[src/rtl/fetch_stage_pkg.sv]
// Shared types for the instruction-fetch stage: machine word, fetch FSM
// encoding and the sequential-PC helper.
package fetch_stage_pkg;

  typedef logic [31:0] word_t;

  typedef enum logic [1:0] {
    FETCH  = 2'd0,
    DRAIN  = 2'd1,
    HALTED = 2'd2
  } fetch_state_t;

  localparam word_t INSTR_BYTES = 32'd4;

  // Wraps modulo 2^32, so 32'hFFFF_FFFC + 4 gives 0.
  function automatic word_t pc_plus4(input word_t pc);
    return pc + INSTR_BYTES;
  endfunction

endpackage

[src/rtl/fetch_stage_if.sv]
// Bundle between the fetch stage, the icache, the next-PC block and decode.
// The fe modport is the fetch stage; tb is the environment around it.
interface fetch_stage_if;
  import fetch_stage_pkg::*;

  // Icache handshake: imemREN is the request and imemaddr the address.
  // ihit acts as valid: when it is 1, imemload holds the word for the
  // imemaddr of that same cycle. There is no ready; the cache cannot
  // cancel a request that is already in flight.
  word_t        next_PC;
  logic         redirect;
  logic         stall;
  logic         halt;
  logic         ihit;
  word_t        imemload;
  logic         imemREN;
  word_t        imemaddr;
  word_t        PC4;
  word_t        ifid_instr;
  word_t        ifid_pc4;
  logic         ifid_valid;
  fetch_state_t state;

  modport fe (
    input  next_PC, redirect, stall, halt, ihit, imemload,
    output imemREN, imemaddr, PC4, ifid_instr, ifid_pc4, ifid_valid, state
  );

  modport tb (
    output next_PC, redirect, stall, halt, ihit, imemload,
    input  imemREN, imemaddr, PC4, ifid_instr, ifid_pc4, ifid_valid, state
  );

endinterface

[src/rtl/fetch_stage.sv]
// Instruction-fetch stage: owns the PC, drives the icache request and writes
// the IF/ID latch. It can drain a miss abandoned by a redirect.
module fetch_stage
  import fetch_stage_pkg::*;
#(
  parameter word_t PC0 = 32'h0000_0000
) (
  input  logic       CLK,
  input  logic       nRST,
  fetch_stage_if.fe  fif
);

  fetch_state_t state, state_n;
  word_t        pc, pc_n;
  word_t        pend_addr, pend_addr_n;
  word_t        ifid_instr_q, ifid_instr_n;
  word_t        ifid_pc4_q, ifid_pc4_n;
  logic         ifid_valid_q, ifid_valid_n;
  word_t        pc4;

  assign pc4 = pc_plus4(pc);

  always_ff @(posedge CLK) begin
    if (!nRST) begin
      state        <= FETCH;
      pc           <= PC0;
      pend_addr    <= '0;
      ifid_instr_q <= '0;
      ifid_pc4_q   <= '0;
      ifid_valid_q <= 1'b0;
    end else begin
      state        <= state_n;
      pc           <= pc_n;
      pend_addr    <= pend_addr_n;
      ifid_instr_q <= ifid_instr_n;
      ifid_pc4_q   <= ifid_pc4_n;
      ifid_valid_q <= ifid_valid_n;
    end
  end

  always_comb begin
    state_n      = state;
    pc_n         = pc;
    pend_addr_n  = pend_addr;
    ifid_instr_n = ifid_instr_q;
    ifid_pc4_n   = ifid_pc4_q;
    ifid_valid_n = ifid_valid_q;

    unique case (state)
      FETCH: begin
        if (fif.halt) begin
          state_n      = HALTED;
          ifid_valid_n = 1'b0;
        end else if (fif.redirect) begin
          // A hit this cycle is wrong-path and dropped. A miss is still in
          // flight, so remember its address and wait for it to come back.
          pc_n         = fif.next_PC;
          ifid_valid_n = 1'b0;
          if (!fif.ihit) begin
            pend_addr_n = pc;
            state_n     = DRAIN;
          end
        end else if (fif.stall) begin
          // Hold everything; a hit returned now is fetched again next cycle.
        end else if (fif.ihit) begin
          ifid_instr_n = fif.imemload;
          ifid_pc4_n   = pc4;
          ifid_valid_n = 1'b1;
          pc_n         = fif.next_PC;
        end else begin
          ifid_valid_n = 1'b0;
        end
      end

      DRAIN: begin
        ifid_valid_n = 1'b0;
        if (fif.halt) begin
          state_n = HALTED;
        end else begin
          // Later redirects overwrite the target; the word returned for
          // pend_addr is always thrown away.
          if (fif.redirect) pc_n = fif.next_PC;
          if (fif.ihit) state_n = FETCH;
        end
      end

      HALTED: begin
        ifid_valid_n = 1'b0;
      end

      default: begin
        state_n      = FETCH;
        ifid_valid_n = 1'b0;
      end
    endcase
  end

  always_comb begin
    fif.PC4        = pc4;
    fif.imemREN    = nRST && (state != HALTED);
    fif.imemaddr   = (state == DRAIN) ? pend_addr : pc;
    fif.ifid_instr = ifid_instr_q;
    fif.ifid_pc4   = ifid_pc4_q;
    fif.ifid_valid = ifid_valid_q;
    fif.state      = state;
  end

endmodule

[src/flat_wrapper.sv]
// flat-port wrapper written by rule: the top's interface ports become plain ports
module fetch_stage_flat import fetch_stage_pkg::*;
#(
  parameter word_t PC0 = 32'h0000_0000
)
  (CLK, nRST, fif_next_PC, fif_redirect, fif_stall, fif_halt, fif_ihit, fif_imemload, fif_imemREN, fif_imemaddr, fif_PC4, fif_ifid_instr, fif_ifid_pc4, fif_ifid_valid, fif_state);
  fetch_stage_if fif_i ();
  input  logic CLK;
  input  logic nRST;
  input wire logic [$bits(fif_i.next_PC)-1:0] fif_next_PC;
  input wire logic [$bits(fif_i.redirect)-1:0] fif_redirect;
  input wire logic [$bits(fif_i.stall)-1:0] fif_stall;
  input wire logic [$bits(fif_i.halt)-1:0] fif_halt;
  input wire logic [$bits(fif_i.ihit)-1:0] fif_ihit;
  input wire logic [$bits(fif_i.imemload)-1:0] fif_imemload;
  output wire logic [$bits(fif_i.imemREN)-1:0] fif_imemREN;
  output wire logic [$bits(fif_i.imemaddr)-1:0] fif_imemaddr;
  output wire logic [$bits(fif_i.PC4)-1:0] fif_PC4;
  output wire logic [$bits(fif_i.ifid_instr)-1:0] fif_ifid_instr;
  output wire logic [$bits(fif_i.ifid_pc4)-1:0] fif_ifid_pc4;
  output wire logic [$bits(fif_i.ifid_valid)-1:0] fif_ifid_valid;
  output wire logic [$bits(fif_i.state)-1:0] fif_state;
  assign fif_i.next_PC = fif_next_PC;
  assign fif_i.redirect = fif_redirect;
  assign fif_i.stall = fif_stall;
  assign fif_i.halt = fif_halt;
  assign fif_i.ihit = fif_ihit;
  assign fif_i.imemload = fif_imemload;
  assign fif_imemREN = fif_i.imemREN;
  assign fif_imemaddr = fif_i.imemaddr;
  assign fif_PC4 = fif_i.PC4;
  assign fif_ifid_instr = fif_i.ifid_instr;
  assign fif_ifid_pc4 = fif_i.ifid_pc4;
  assign fif_ifid_valid = fif_i.ifid_valid;
  assign fif_state = fif_i.state;
  fetch_stage #(.PC0(PC0)) u_core (.CLK(CLK), .nRST(nRST), .fif(fif_i));
endmodule
[config.mk]
export PLATFORM = sky130hd
export DESIGN_NAME = fetch_stage_flat
export DESIGN_NICKNAME = d
export VERILOG_FILES = /design/src/rtl/fetch_stage_pkg.sv /design/src/rtl/fetch_stage_if.sv /design/src/rtl/fetch_stage.sv /design/src/flat_wrapper.sv
export SDC_FILE = /design/constraint.sdc
export NUM_CORES = 1
export LEC_CHECK = 0
export BUFFER_PORTS_ARGS = -buffer_cell sky130_fd_sc_hd__clkbuf_2
export CAP_MARGIN = 15
export CORE_MARGIN = 3
export CORE_UTILIZATION = 54
export CTS_CLUSTER_SIZE = 8
export DETAILED_ROUTE_END_ITERATION = 8
export PLACE_DENSITY = 0.89
export SYNTH_ARGS = -nofsm -noshare
export SYNTH_HDL_FRONTEND = slang
export SYNTH_SLANG_ARGS = --single-unit
export TNS_END_PERCENT = 5
[constraint.sdc]
create_clock -name CLK -period 4.9 [get_ports CLK]
set_clock_uncertainty 0.05 [all_clocks]
set_input_delay 0.98 -clock CLK [delete_from_list [all_inputs] [get_ports CLK]]
set_output_delay 0.98 -clock CLK [all_outputs]
set_load 0.01 [all_outputs]
After elaboration in Yosys (flattened, before gate mapping)
Cells that the tools add are included.
{"block": "word_totals", "word_cells": 48, "regBits": 131, "out_inout_bits": 132, "input_bits": 70}
{"block": "op_classes", "n_reduce_logical": 8, "bitwise": 7, "n_mux": 15, "n_eq_ne": 11, "add_sub_neg": 1}
{"operator": "32-bit 2-to-1 mux", "count": 7}
{"operator": "32-bit one-hot mux with 2 select lines", "count": 1}
{"operator": "32-bit by 3-bit adder with 32-bit output (second input constant)", "count": 1}
{"operator": "3-bit inequality test (second input constant)", "count": 5}
{"operator": "2-bit 2-to-1 mux", "count": 5}
{"operator": "2-bit inequality test (second input constant)", "count": 4}
{"operator": "4-bit AND reduction", "count": 2}
{"operator": "1-bit inverter", "count": 7}
{"operator": "2-bit one-hot mux with 3 select lines", "count": 1}
{"operator": "6-bit AND reduction", "count": 1}
{"operator": "5-bit AND reduction", "count": 1}
{"operator": "4-bit OR reduction", "count": 1}
{"operator": "2-bit by 1-bit == test with 1-bit output (second input constant)", "count": 1}
{"operator": "2-bit == test (second input constant)", "count": 1}
{"operator": "2-bit zero test", "count": 1}
{"operator": "2-bit nonzero test", "count": 1}
{"operator": "1-bit logical AND", "count": 1}
{"operator": "1-bit 2-to-1 mux", "count": 1}

Longest topological paths before layout
Gate-level depths: netlist (run 1).
{"block": "depth", "ltp_word": 5, "ltp_mapped": 7, "mapped_depth_nobuf": 5}

Least setup slack after synthesis (run 1)
Ideal clock, no wire load.
{"block": "synth_path", "path_kind": "reg-to-output", "from": "register u_core.pc[3]", "to": "output port fif_PC4[28]", "path_buffers": 0, "path_slack_ps": 2112, "arrival_time_ps": 1758, "t_required_ps": 3870, "stages_incl_launch_ff": 6, "path_cell_list": "dfxtp_1 -> ha_1 -> nand3_1 -> or3_1 -> or4_1 -> nand2_1"}
{"block": "synth_between", "elab_chain_cells": 1}
{"element": "from (decl)", "line": "fetch_stage.sv:14", "source": "word_t pc, pc_n;"}
{"element": "from (signal assigned)", "line": "fetch_stage.sv:33", "source": "pc <= pc_n;"}
{"element": "32-bit by 3-bit adder with 32-bit output", "line": "fetch_stage_pkg.sv:17", "source": "return pc + INSTR_BYTES;"}
{"element": "to (decl)", "line": "flat_wrapper.sv:18", "source": "output wire logic [$bits(fif_i.PC4)-1:0] fif_PC4;"}
No other way between the ends.

Worst setup path after layout (run 1)
{"block": "layout_path", "from": "register u_core.pc[4]", "to": "output port fif_PC4[29]"}
Same word-level chain as after synthesis.

==> flow_summary.ini, run 1 <==
[final_layout]
drive_gt1_frac = 0.312
nets = 968
antenna_cells = 0
instances_no_fill = 1043
synthToLayoutAreaGrowth_pct = 29.5
fin_util = 0.737

[detailed_routing]
drt_iter0_drc = 537
ant_nets = 0
vias = 5748
wl_per_cell_um = 16.1
vias_per_cell = 5.51
routed_wl_mm = 16.8
drt_first_pass_iters = 6
drc_errors = 0

[place]
place.gp.congestion = 0.894
dp_hpwl_mm = 11.6
placed_cells = 1009
io_buffers = 201

[grt]
grt_usage = 0.275
grt_pass1_vias = 5182
grt.overflow.total = 0
antenna_found_initial = 0
grt_max_degree = 83
grt_pass1_wl_mm = 25.6

[sta]
relSlewSlack = 0.337
rsz0062_at_grt = false
min_period_over_period = 0.755
period_needed_ps = 3700
hold_violations = 0
fin_hold_ws_ps = 404
max_slew.worst_pin.slew_ps = 992
finalSetupTns_ps = 0
max_freq_ghz = 0.270
setup_viol = 0
slew_violations = 0

[synthesis]
yosysWarnings = 0
synth_top_area_frac = 0.461
synth_area_per_cell_sq_um = 7.80
netlist.top_cell.by_area = dfxtp_1
netlist_instances = 729
synth_edf_count = 0
synth_nets = 800
synthTopCellsByArea = dfxtp_1 (46%), nand2_1 (15%), a21oi_1 (8.9%)
netlist_area_sq_um = 5690
synth.most_common_cell = nand2_1
ys_ff_latch = 131
synth-async-reset-ratio = 0
synth_cell_type_count = 43
yosys-top-cells-count = nand2_1 (227), dfxtp_1 (131), a21oi_1 (101), clkbuf_1 (41), o21ai_0 (32)
seq_area_frac_synth = 0.461
synth-main-ff-cell = dfxtp_1

[worst_setup_path]
crit_arrival_ps = 2670
start_kind = register
reg2reg_to = u_core.fif.ifid_pc4[18]
crit_path_frequent_cell = or4_1
timing.rr.start = u_core.fif.state[1]
cp_cell_sequence = nand4_2 -> or4_1 -> or4_1 -> nand2_1 -> clkbuf_2
cp_slowest_cell = or4_1
critPathKind = reg -> out
ff2ff_setup_slack_ps = 2400
critPathCaptureType = output pin
cp_max_fo = 13
required_ps = 3870
slowest_delay_ps = 630
r2r_cells = 5

[cts]
path_clk_slew_ps = 60
cts_made_buffers = 17
cts_root_buffer = clkbuf_8
postCtsSetupBuffers = 0
ctsHoldBuffers = 0
cts.sink_count = 131
h-tree-depth = 4
cts_resized = 0
clock_path_buffers = 2
cts_tree = yes
worst_skew_pair.late_latency_ps = 500

[pwr]
ir_worst_vdd_uv = 233
power.leakage_uw = 0.00320
power_density_nw_per_um2 = 374

[floorplanning]
coreArea_sq_um = 10000
start_util = 0.569
die_h_um = 109
num_io_pins = 202
die_x_um = 109
die-area_sq_um = 11800
num_rows = 36

[flow_run]
cap_violations = 0

[hold_path]
worstHoldPathType = reg -> reg
min-delay-start = u_core.pend_addr[27]
hold_end = u_core.pend_addr[27]
holdPathStages = 2

[run_status]
status = finished clean
[per-layer routing]
layer | track usage | routed length, um | up-vias
li1 | - | - | 2806
met2 | 0.445 | 7890 | 270
met4 | 0.112 | 485 | 0
met3 | 0.0705 | 1520 | 43
met5 | 0 | 0 | -
met1 | 0.350 | 6910 | 2629
[kinds of logic after synthesis]
logic type	after synthesis	share of synthesized area
AND/OR/NAND/NOR	316	0.244
buffers and inverters	70	0.0499
flip-flops	131	0.461
XOR/XNOR	15	0.0231
multiplexers	26	0.0513
AO/OA/AOI/OAI	170	0.168
adder cells (fa/ha/maj)	1	0.00220
[worst max-delay path, delay by kind of cell, from the launching register on]
family | cells | cell delay, ps
flops | 1 | 500
buf+inv | 1 | 130
simple gates | 4 | 1530
[how the worst max path moves through the flow]
| stage | startpoint | endpoint | depth (start not counted) |
|---|---|---|---|
| final | u_core.pc[4] | fif_PC4[29] | 5 |
| after global routing | u_core.pc[3] | fif_PC4[28] | 6 |
| after CTS | u_core.pc[4] | fif_PC4[29] | 5 |
| after detailed placement | fif_halt | u_core.fif.ifid_pc4[18] | 6 |
| after global placement | fif_halt | u_core.fif.ifid_pc4[22] | 6 |
| after floorplan | u_core.pc[3] | fif_PC4[28] | 5 |
[final cells by class]
class                   count  area, sq um
clock buffers              18          428
fillers                   818         2630
well taps                 133          166
repair buffers            210         1100
clock inverters            14          223
multi-input cells         528         2790
flip-flops and latches    131         2620
inverters                   9         35.0
[placed cells by master, fill, tap and decap left out, types with 3 or more instances in the layout]
master | netlist | routed
a21oi_1 | 101 | 101
a31o_2 | 3 | 3
a31oi_1 | 13 | 13
and2_1 | 4 | 3
and3_1 | 4 | 4
and4_1 | 5 | 5
buf_4 | 2 | 7
bufinv_16 | 0 | 5
clkbuf_16 | 0 | 16
clkbuf_2 | 1 | 201
dfxtp_1 | 131 | 131
inv_1 | 8 | 8
inv_6 | 0 | 4
mux2_2 | 25 | 25
nand2_1 | 227 | 226
nand2b_1 | 6 | 6
nand3_1 | 12 | 12
nand4_1 | 10 | 10
nor2_1 | 12 | 12
nor3_1 | 11 | 11
nor4_1 | 4 | 4
o211a_1 | 5 | 5
o21ai_0 | 32 | 32
o21ba_2 | 6 | 6
o31ai_1 | 6 | 6
or3_1 | 4 | 4
or4_1 | 7 | 7
xnor2_1 | 7 | 7
xor2_1 | 8 | 8
[state kept, by name, indices dropped and copies added, names as in the netlist]
| register | count |
|---|---|
| u_core.fif.state | 2 |
| u_core.pc | 32 |
| u_core.fif.ifid_pc4 | 32 |
| u_core.fif.ifid_valid | 1 |
| u_core.fif.ifid_instr | 32 |
| u_core.pend_addr | 32 |
[through the flow]
stage          total power, uW  setup WS, ps  area [sq um]
6_report                  2750          1200          7370
5_1_grt                   2840          1090          7370
4_1_cts                   2750          1210          7320
3_5_place_dp              1380          1750          6670
3_3_place_gp              1380          1820          6670
2_1_floorplan             1270          2110          5690
[power by group]
part           total (uW)  switching (uW)  internal [uW]
sequential           1130            38.7           1100
combinational         232             137           94.3
clock                1390             490            899
total                2750             666           2090
No activity file was read; power rests on OpenSTA's default activity.
==> run 2, diff against run 1 <==
--- a/config.mk
+++ b/config.mk
@@ -8,10 +8,10 @@
 export BUFFER_PORTS_ARGS = -buffer_cell sky130_fd_sc_hd__clkbuf_2
 export CAP_MARGIN = 15
 export CORE_MARGIN = 3
-export CORE_UTILIZATION = 54
+export CORE_UTILIZATION = 50
 export CTS_CLUSTER_SIZE = 8
 export DETAILED_ROUTE_END_ITERATION = 8
-export PLACE_DENSITY = 0.89
+export PLACE_DENSITY = 0.83
 export SYNTH_ARGS = -nofsm -noshare
 export SYNTH_HDL_FRONTEND = slang
 export SYNTH_SLANG_ARGS = --single-unit
==> constraint.sdc (replaced) <==
create_clock -name CLK -period 3.79 [get_ports CLK]
set_clock_uncertainty 0.05 [all_clocks]
set_input_delay 0.758 -clock CLK [delete_from_list [all_inputs] [get_ports CLK]]
set_output_delay 0.758 -clock CLK [all_outputs]
set_load 0.01 [all_outputs]
==> flow_summary.ini, run 2 (synthesized netlist as in run 1, its figures left out) <==
[cts]
cts.sink_count = 131
path_clk_slew_ps = 70
h-tree-depth = 4
cts_resized = 0
cts_root_buffer = clkbuf_16
cts_made_buffers = 17
worst_skew_pair.late_latency_ps = 400
ctsHoldBuffers = 0
cts_tree = yes
postCtsSetupBuffers = 0
clock_path_buffers = 2

[floorplanning]
start_util = 0.518
coreArea_sq_um = 11000
num_rows = 38
die_x_um = 113
die-area_sq_um = 12700
die_h_um = 113
num_io_pins = 202

[grt]
grt.overflow.total = 0
antenna_found_initial = 0
grt_pass1_vias = 5228
grt_pass1_wl_mm = 26.0
grt_max_degree = 66
gr-usage-met1 = 0.330
grt.busiest_layer = met2
grt_usage = 0.253
gr-usage-met2 = 0.407
grt.met3_usage = 0.0518

[worst_setup_path]
crit_arrival_ps = 2530
reg2reg_to = u_core.fif.ifid_pc4[22]
critPathCaptureType = output pin
startpoint = u_core.pc[5]
timing.rr.start = u_core.fif.state[1]
r2r_cells = 5
endpoint = fif_PC4[29]
critPathKind = reg -> out
cp_max_fo = 13
required_ps = 2980
ff2ff_setup_slack_ps = 1540
start_kind = register

[sta]
slew_violations = 0
setup_viol = 0
max_slew.worst_pin.slew_ps = 762
relSlewSlack = 0.490
finalSetupTns_ps = 0
hold_violations = 0
max_freq_ghz = 0.300
period_needed_ps = 3330
rsz0062_at_grt = false
min_period_over_period = 0.880

[final_layout]
instances_no_fill = 1052
antenna_cells = 0
final_common_cell = nand2_1
nets = 970
drive_gt1_frac = 0.313
synthToLayoutAreaGrowth_pct = 29.2
final_cell_mix = nand2_1 (226), clkbuf_2 (201), dfxtp_1 (131), a21oi_1 (101), o21ai_0 (32)

[detailed_routing]
drt_first_pass_iters = 5
vias_per_cell = 5.35
wl_per_cell_um = 15.7
drt_iter0_drc = 463
ant_nets = 0
vias = 5632
routed_wl_mm = 16.5
drc_errors = 0

[hold_path]
worstHoldPathType = reg -> reg
min-delay-start = u_core.fif.ifid_instr[22]

[place]
placed_cells = 1020
place.gp.congestion = 0.914
dp_hpwl_mm = 11.5
io_buffers = 201

[pwr]
ir_worst_vdd_uv = 304
power.leakage_uw = 0.00319
power_density_nw_per_um2 = 467

[run_status]
status = finished clean

[flow_run]
cap_violations = 0
## run 2: cell type report
| type | instances | area [sq um] |
|---|---|---|
| clock inverters | 14 | 176 |
| clock buffers | 18 | 429 |
| fillers | 965 | 3640 |
| flip-flops and latches | 131 | 2620 |
| multi-input cells | 528 | 2800 |
| repair buffers | 212 | 1110 |
| well taps | 140 | 175 |
| inverters | 9 | 35.0 |
## run 2: worst min path at each step
stage / endpoint / slack (ps) / cells after the start
floorplan: u_core.pend_addr[0] / 380 / 2
global placement: u_core.pend_addr[12] / 390 / 2
detailed placement: u_core.pend_addr[25] / 390 / 2
CTS: u_core.pend_addr[25] / 400 / 2
global route: u_core.pend_addr[18] / 430 / 2
finish: u_core.fif.ifid_instr[22] / 400 / 2
## run 2: stage by stage
step	utilization	setup WS (ps)	power, uW	hold slack (ps)	cell area, sq um
floorplan	-	1220	1650	383	5690
global placement	0.614	949	1790	389	6740
detailed placement	0.614	904	1790	393	6740
CTS	0.669	464	3450	401	7350
global route	0.669	330	3550	427	7350
finish	0.669	456	3430	403	7350
## run 2: metal layers
layer,part of all wire,wire length (um),up-vias
li1,-,-,2817
met1,0.44,7250,2585
met2,0.47,7730,199
met3,0.066,1090,31
met4,0.026,429,0
met5,0,0,-
## run 2: worst max-delay path, stage by stage, from the launching register on
cell and delay, ps:
dfxtp_1 470, nand4_2 350, or4_1 650, or4_1 440, nand2_1 100, clkbuf_2 130
## run 2: power breakdown
part           switching [uW]  internal [uW]
clock                     626           1040
combinational             177            121
sequential               47.8           1420
total                     851           2580
